[src/rtl/membus_arbiter_pkg.sv]
// Shared widths and tag types for the I/D memory-bus arbiter.
package membus_arbiter_pkg;

   localparam int unsigned XLEN              = 64;
   localparam int unsigned ILEN              = 32;
   localparam int unsigned MEMBUS_DATA_WIDTH = 64;

   typedef enum logic {
      SRC_I = 1'b0,
      SRC_D = 1'b1
   } membus_src_t;

   // hi selects the upper fetch word of a 64-bit beat.
   typedef struct packed {
      membus_src_t src;
      logic        hi;
   } arb_tag_t;

   localparam int unsigned TAG_WIDTH = $bits(arb_tag_t);

endpackage

[src/rtl/membus_arbiter_tag_fifo.sv]
// In-order FIFO of issue tags; one entry per request awaiting its response.
module arb_tag_fifo #(
   parameter int unsigned Depth = 4,
   parameter int unsigned Width = 2,
   localparam int unsigned PtrW = (Depth > 1) ? $clog2(Depth) : 1,
   localparam int unsigned CntW = $clog2(Depth + 1)
) (
   input  logic            clk_i,
   input  logic            rst_ni,
   input  logic            push_i,
   input  logic [Width-1:0] wdata_i,
   input  logic            pop_i,
   output logic [Width-1:0] rdata_o,
   output logic            full_o,
   output logic            empty_o,
   output logic [CntW-1:0] count_o
);

   logic [Width-1:0] mem_q [Depth];
   logic [PtrW-1:0]  wr_ptr_q, wr_ptr_d;
   logic [PtrW-1:0]  rd_ptr_q, rd_ptr_d;
   logic [CntW-1:0]  count_q, count_d;
   logic             do_push, do_pop;

   assign full_o  = (count_q == CntW'(Depth));
   assign empty_o = (count_q == '0);
   assign count_o = count_q;
   assign rdata_o = mem_q[rd_ptr_q];

   assign do_push = push_i & ~full_o;
   assign do_pop  = pop_i & ~empty_o;

   // Depth is a power of two, so pointers wrap naturally.
   always_comb begin
      wr_ptr_d = wr_ptr_q + PtrW'(do_push);
      rd_ptr_d = rd_ptr_q + PtrW'(do_pop);
      count_d  = count_q + CntW'(do_push) - CntW'(do_pop);
   end

   always_ff @(posedge clk_i or negedge rst_ni) begin
      if (!rst_ni) begin
         wr_ptr_q <= '0;
         rd_ptr_q <= '0;
         count_q  <= '0;
      end else begin
         wr_ptr_q <= wr_ptr_d;
         rd_ptr_q <= rd_ptr_d;
         count_q  <= count_d;
      end
   end

   always_ff @(posedge clk_i) begin
      if (do_push) mem_q[wr_ptr_q] <= wdata_i;
   end

endmodule

[src/rtl/membus_arbiter.sv]
// Arbitrates fetch (I) and data (D) requests onto one MMIO port and routes
// in-order responses back to their issuer.
module membus_arbiter
   import membus_arbiter_pkg::*;
#(
   parameter int unsigned OUTSTANDING = 4,
   parameter int unsigned MAX_WAIT    = 8
) (
   input  logic                         clk,
   input  logic                         rst,
   input  logic                         i_valid,
   output logic                         i_ready,
   input  logic [XLEN-1:0]              i_addr,
   output logic                         i_rvalid,
   output logic [ILEN-1:0]              i_rdata,
   input  logic                         d_valid,
   output logic                         d_ready,
   input  logic [XLEN-1:0]              d_addr,
   input  logic                         d_wen,
   input  logic [MEMBUS_DATA_WIDTH-1:0] d_wdata,
   input  logic [7:0]                   d_wmask,
   output logic                         d_rvalid,
   output logic [MEMBUS_DATA_WIDTH-1:0] d_rdata,
   output logic                         m_valid,
   input  logic                         m_ready,
   output logic [XLEN-1:0]              m_addr,
   output logic                         m_wen,
   output logic [MEMBUS_DATA_WIDTH-1:0] m_wdata,
   output logic [7:0]                   m_wmask,
   input  logic                         m_rvalid,
   input  logic [MEMBUS_DATA_WIDTH-1:0] m_rdata,
   output logic                         err_orphan
);

   localparam int unsigned CntW = $clog2(OUTSTANDING + 1);
   localparam int unsigned SW   = $clog2(MAX_WAIT + 1);

   logic                 gnt_i, gnt_d, blocked, issue, pop;
   logic                 fifo_full, fifo_empty;
   logic [CntW-1:0]      count;
   logic [TAG_WIDTH-1:0] fifo_rdata;
   arb_tag_t             push_tag, head_tag;
   logic [SW-1:0]        starve_cnt_q, starve_cnt_d;
   logic                 err_orphan_q, err_orphan_d;
   logic                 starve_max;

   assign starve_max = (starve_cnt_q == SW'(MAX_WAIT));
   assign head_tag   = arb_tag_t'(fifo_rdata);

   always_comb begin
      gnt_i   = i_valid & (~d_valid | starve_max);
      gnt_d   = d_valid & ~gnt_i;
      // Uses the pre-pop occupancy: a same-cycle response does not free a slot.
      blocked = fifo_full;
      m_valid = (i_valid | d_valid) & ~blocked;
      i_ready = gnt_i & m_ready & ~blocked;
      d_ready = gnt_d & m_ready & ~blocked;
      issue   = m_valid & m_ready;

      m_addr  = gnt_i ? i_addr : d_addr;
      m_wen   = gnt_d & d_wen;
      m_wdata = gnt_d ? d_wdata : '0;
      m_wmask = gnt_d ? d_wmask : '0;

      push_tag.src = gnt_i ? SRC_I : SRC_D;
      push_tag.hi  = gnt_i ? i_addr[2] : d_addr[2];

      pop      = m_rvalid & ~fifo_empty;
      i_rvalid = pop & (head_tag.src == SRC_I);
      d_rvalid = pop & (head_tag.src == SRC_D);
      i_rdata  = head_tag.hi ? m_rdata[63:32] : m_rdata[31:0];
      d_rdata  = m_rdata;

      err_orphan_d = err_orphan_q | (m_rvalid & (count == '0));

      starve_cnt_d = starve_cnt_q;
      if (!i_valid || i_ready) begin
         starve_cnt_d = '0;
      end else if (d_valid && !starve_max) begin
         starve_cnt_d = starve_cnt_q + SW'(1);
      end
   end

   assign err_orphan = err_orphan_q;

   always_ff @(posedge clk or negedge rst) begin
      if (!rst) begin
         starve_cnt_q <= '0;
         err_orphan_q <= 1'b0;
      end else begin
         starve_cnt_q <= starve_cnt_d;
         err_orphan_q <= err_orphan_d;
      end
   end

   arb_tag_fifo #(
      .Depth (OUTSTANDING),
      .Width (TAG_WIDTH)
   ) u_tag_fifo (
      .clk_i   (clk),
      .rst_ni  (rst),
      .push_i  (issue),
      .wdata_i (push_tag),
      .pop_i   (pop),
      .rdata_o (fifo_rdata),
      .full_o  (fifo_full),
      .empty_o (fifo_empty),
      .count_o (count)
   );

endmodule
[config.mk]
export PLATFORM = sky130hd
export DESIGN_NAME = membus_arbiter
export DESIGN_NICKNAME = d
export VERILOG_FILES = /design/src/rtl/membus_arbiter_pkg.sv /design/src/rtl/membus_arbiter_tag_fifo.sv /design/src/rtl/membus_arbiter.sv
export SDC_FILE = /design/constraint.sdc
export NUM_CORES = 1
export LEC_CHECK = 0
export CORE_AREA = 2 2 198 200
export CTS_CLUSTER_DIAMETER = 40
export CTS_CLUSTER_SIZE = 10
export DETAILED_ROUTE_END_ITERATION = 16
export DIE_AREA = 0 0 200 202
export PLACE_DENSITY_LB_ADDON = 0.25
export SETUP_SLACK_MARGIN = 0.02
export SLEW_MARGIN = 20
export SYNTH_ARGS = -nofsm -noshare
export SYNTH_HDL_FRONTEND = slang
export SYNTH_HIERARCHICAL = 1
export SYNTH_SLANG_ARGS = --single-unit
[constraint.sdc]
create_clock -name clk -period 7.44 [get_ports clk]
set_input_delay 0.744 -clock clk [delete_from_list [all_inputs] [get_ports clk]]
set_output_delay 0.744 -clock clk [all_outputs]
set_load 0.02 [all_outputs]
==> results by stage <==
Route:
- After the first detailed-routing iteration, the DRC count stood at between 100 and 150.
- The number of vias after detailed routing is 4095.
- For this block, the routed nets add up to ~18000 um of wire.
- In this run the remaining antenna-violating nets after routing total 0.
- The total iterations of the first detailed-routing run is 4.
- The detailed-route DRC error count is 0.
- In the routed layout, each cell is associated on average with a via count of 3.18.
- The routed length per instance is roughly 14 um.

Power:
- For this design the ratio of total power to cell area is 149 nW/um2.
- The net switching power is just under 500 uW.
- In this run, the combinational gates consume 73.2% of the power.
- Per report_power, the clock group accounts for around an eighth of the total.
- The static leakage is between 3 and 4 nW.
- The switching part of the total is 38.5%.
- Sequential cells account for approximately 15% of the total power.
- Cell internal power was estimated by the tool at 791 uW.
- The worst-case IR drop observed on VDD is approximately 59 uV.

Layout:
- At the end of the flow the core is filled with cells to a little under a quarter.
- Cells with a size suffix above 1 make up 14.2% of the layout.
- The final layout contains 1045 nets.
- The antenna diode count is 0.
- The layout overhead on the synthesized area is 153%.

STA:
- Headroom to the max-slew limit came out at 44.8%.
- Setup repair after global routing left no endpoint under its margin.
- The clock tree skew after final layout is 0.00717 ns.
- The routed design could run at a clock period as short as between 4 and 5 ns.
- The max-slew violation count was 0.
- The upper clock frequency limit is 0.226 GHz.
- The final count of hold timing violations came to 0.
- The slew at the pin with the worst max-slew slack is 0.825 ns.
- The accumulated negative setup slack is 0 ns.
- The final number of setup-violating endpoints is 0.
- After layout, the worst path uses 59.4% of the clock period.

Worst setup path:
- Measured in cells, the most critical reg-to-reg path has a length of 9.
- The worst setup path is launched from a primary input.
- The worst setup path is captured at an output port.
- The endpoint identified for the worst register-to-register timing path is u_tag_fifo/count_o[2]$_DFF_PN0_.
- At the worst endpoint, the required time is approximately 6.7 ns.
- The data arrival time of the critical path is 3.67 ns.
- By startpoint and endpoint, the worst setup path is classified as primary input to output port.
- The setup check on the worst reg-to-reg path leaves a slack of 4.42 ns.
- In this run the worst path has a maximum fanout of 50.
- In this run the critical register-to-register path is launched from u_tag_fifo/count_o[1]$_DFF_PN0_.

Floorplan:
- The floorplan has 72 rows.
- The die is 202 um tall.
- The total die area is a little over 40000 um2.
- During I/O placement, the number of pins put on the boundary was 510.
- The initial utilization of the core area, before any placement, comes to approximately 8.9%.
- The horizontal die dimension is 200 um.
- The floorplan step defined a core boundary enclosing approximately 38000 um2.

Hold path:
- The worst hold path startpoint is err_orphan$_DFF_PN0_.
- The worst min-delay path category is register to register.
- The hold-critical path depth is 1.
- The worst hold path terminates at err_orphan$_DFF_PN0_.

CTS:
- Gates resized during post-CTS repair numbered 0.
- The CTS tree is yes.
- The worst-case clock buffer depth is 2.
- The clock net sink count is 20.
- In this run the post-CTS setup repair buffer count came out at 0.
- Clock tree synthesis selected as its root buffer the cell clkbuf_16.
- The H-tree level count is 1.
- The clock reaches the later pin of the worst-skew pair after 0.26 ns.
- The total CTS buffers is 3.
- After clock tree synthesis, the clock-pin slew on the worst setup and hold paths is 0.06 ns.
- Buffers inserted to repair hold after CTS numbered 0.

Global route:
- Entering global routing, the biggest net connects 75 pins.
- The first global-routing pass estimated 23900 um of wire.
- The total global-route track usage is 7.93%.
- The number of global-route vias before repair is 4148.
- After global routing the overflow that remains totals 0.
- The initial antenna violation count was 0.

Run status:
- The run finished with clean final reports.

Placed design:
- Detailed placement finished with a half-perimeter wire length of 16000 um.
- In this run the tool buffered the top-level ports with ~500 buffer cells.
- The placer's final routability congestion estimate is around 0.75.

Synth:
- Yosys printed 6 warnings.
- Yosys mapped a number of flops with a built-in enable equal to 8.
- The mean instance size in the synthesized netlist is 10.0 um2.
- The mapped netlist covers 3400 um2.
- The synthesized netlist contains 42 unique library cells.
- The number of nets in the synthesized netlist is 615.
- The proportion of synthesized chip area in sequential cells is 15.9%.
- After synthesis the netlist holds a flip-flop and latch count of 20.
- The share of synthesized registers carrying an async set or reset is between 60% and 70%.
- The flip-flop cell with the highest count after synthesis is dfrtp_1.
- After technology mapping, the gate count stands at 339.

Flow run:
- The tool flagged a number of max-cap violations equal to 0.
==> per-layer routing <==
layer	GRT usage, %	part of all wire, %	routed length [um]	up-vias
met5	0	0	0	-
met4	0.899	0.43	77	0
met3	2.79	11	2060	6
met2	16.4	54	9770	286
met1	7.51	34	6060	1832
li1	-	-	-	1971
==> logic make-up (layout without fill, tap and decap cells) <==
logic type                 Yosys count  after routing  synth area share (%)
and+or+nand+nor                    108            108                  20.2
AOI/OAI and AO/OA                   12             12                  2.87
muxes                               98             98                  37.5
DFF                                 20             20                  15.9
adders and majority gates            5              5                  2.06
buffers and inverters               90            519                  20.0
xor gates and xnor gates             6              6                  1.54
==> cell type report <==
| type | count | area, um2 |
|---|---|---|
| well taps | 518 | 648 |
| clock inverters | 1 | 30.0 |
| repair buffers | 511 | 5120 |
| fillers | 4160 | 29700 |
| clock buffers | 3 | 75.1 |
| inverters | 4 | 15.0 |
| multi-input cells | 229 | 2190 |
| flip-flops and latches | 20 | 541 |
==> power groups by stage <==
stage          clock network (mW)  registers (mW)  logic [mW]
2_1_floorplan                   0           0.180       0.523
3_3_place_gp                    0           0.197       0.966
3_5_place_dp                    0           0.197       0.959
4_1_cts                     0.159           0.195       0.963
5_1_grt                     0.165           0.199        1.00
6_report                    0.152           0.194       0.942
==> synthesized netlist by cell type (4+ instances only) <==
master    number  area [um2]
buf_12         4        80.1
nor2b_1        6        37.5
edfxtp_1       8         240
nand3_1        5        25.0
inv_1          4        15.0
mux2_2        56         631
dfrtp_1       12         300
ha_1           4        50.1
and2_1        74         463
buf_2          5        25.0
clkbuf_2       6        30.0
buf_4         67         503
mux2_4        40         601
nor2_1         6        22.5
==> worst max path at each step <==
stage	from	end	slack (ns)
floorplan	i_valid	u_tag_fifo/count_o[2]$_DFF_PN0_	4.87
global placement	d_valid	m_addr[2]	3.03
detailed placement	d_valid	m_addr[2]	2.96
CTS	d_valid	m_addr[2]	2.97
global route	d_valid	m_addr[2]	2.84
finish	d_valid	m_addr[2]	3.02
==> sequential cells by signal, summed over array words and instances, names as in the netlist <==
register / flops
u_tag_fifo/mem_q: 8
starve_cnt_q: 4
u_tag_fifo/count_o: 3
u_tag_fifo/rd_ptr_q: 2
err_orphan: 1
u_tag_fifo/wr_ptr_q: 2
==> worst max-delay path, cell delays in order <==
cell	delay [ns]
clkdlybuf4s50_1	0.58
inv_1	0.20
o21ai_4	0.70
buf_12	0.41
mux2_2	0.43
clkdlybuf4s50_1	0.56
==> cells in the final DEF (no fill, tap or decap), types with 2 or more instances in the layout <==
master and instances:
a21boi_0 2, and2_1 74, clkbuf_16 3, clkdlybuf4s50_1 509, dfrtp_1 12, edfxtp_1 8, ha_1 4, inv_1 4
mux2_2 56, mux2_4 40, mux4_2 2, nand2b_1 2, nand3_1 5, nor2_1 6, nor2b_1 6, nor4_1 2
nor4b_1 3, nor4bb_1 2, o211ai_1 2, xnor2_1 3, xor2_1 3
==> metrics by stage <==
stage / hold slack (ns) / worst slack [ns] / cells / area (um2) / power (mW)
2_1_floorplan: 0.448 / 4.87 / 339 / 3400 / 0.702
3_3_place_gp: 0.509 / 3.03 / 1282 / 8520 / 1.16
3_5_place_dp: 0.520 / 2.96 / 1282 / 8520 / 1.16
4_1_cts: 0.532 / 2.97 / 1286 / 8630 / 1.32
5_1_grt: 0.562 / 2.84 / 1286 / 8630 / 1.37
6_report: 0.515 / 3.02 / 1286 / 8630 / 1.29
Power figures use the tool's default switching activity.
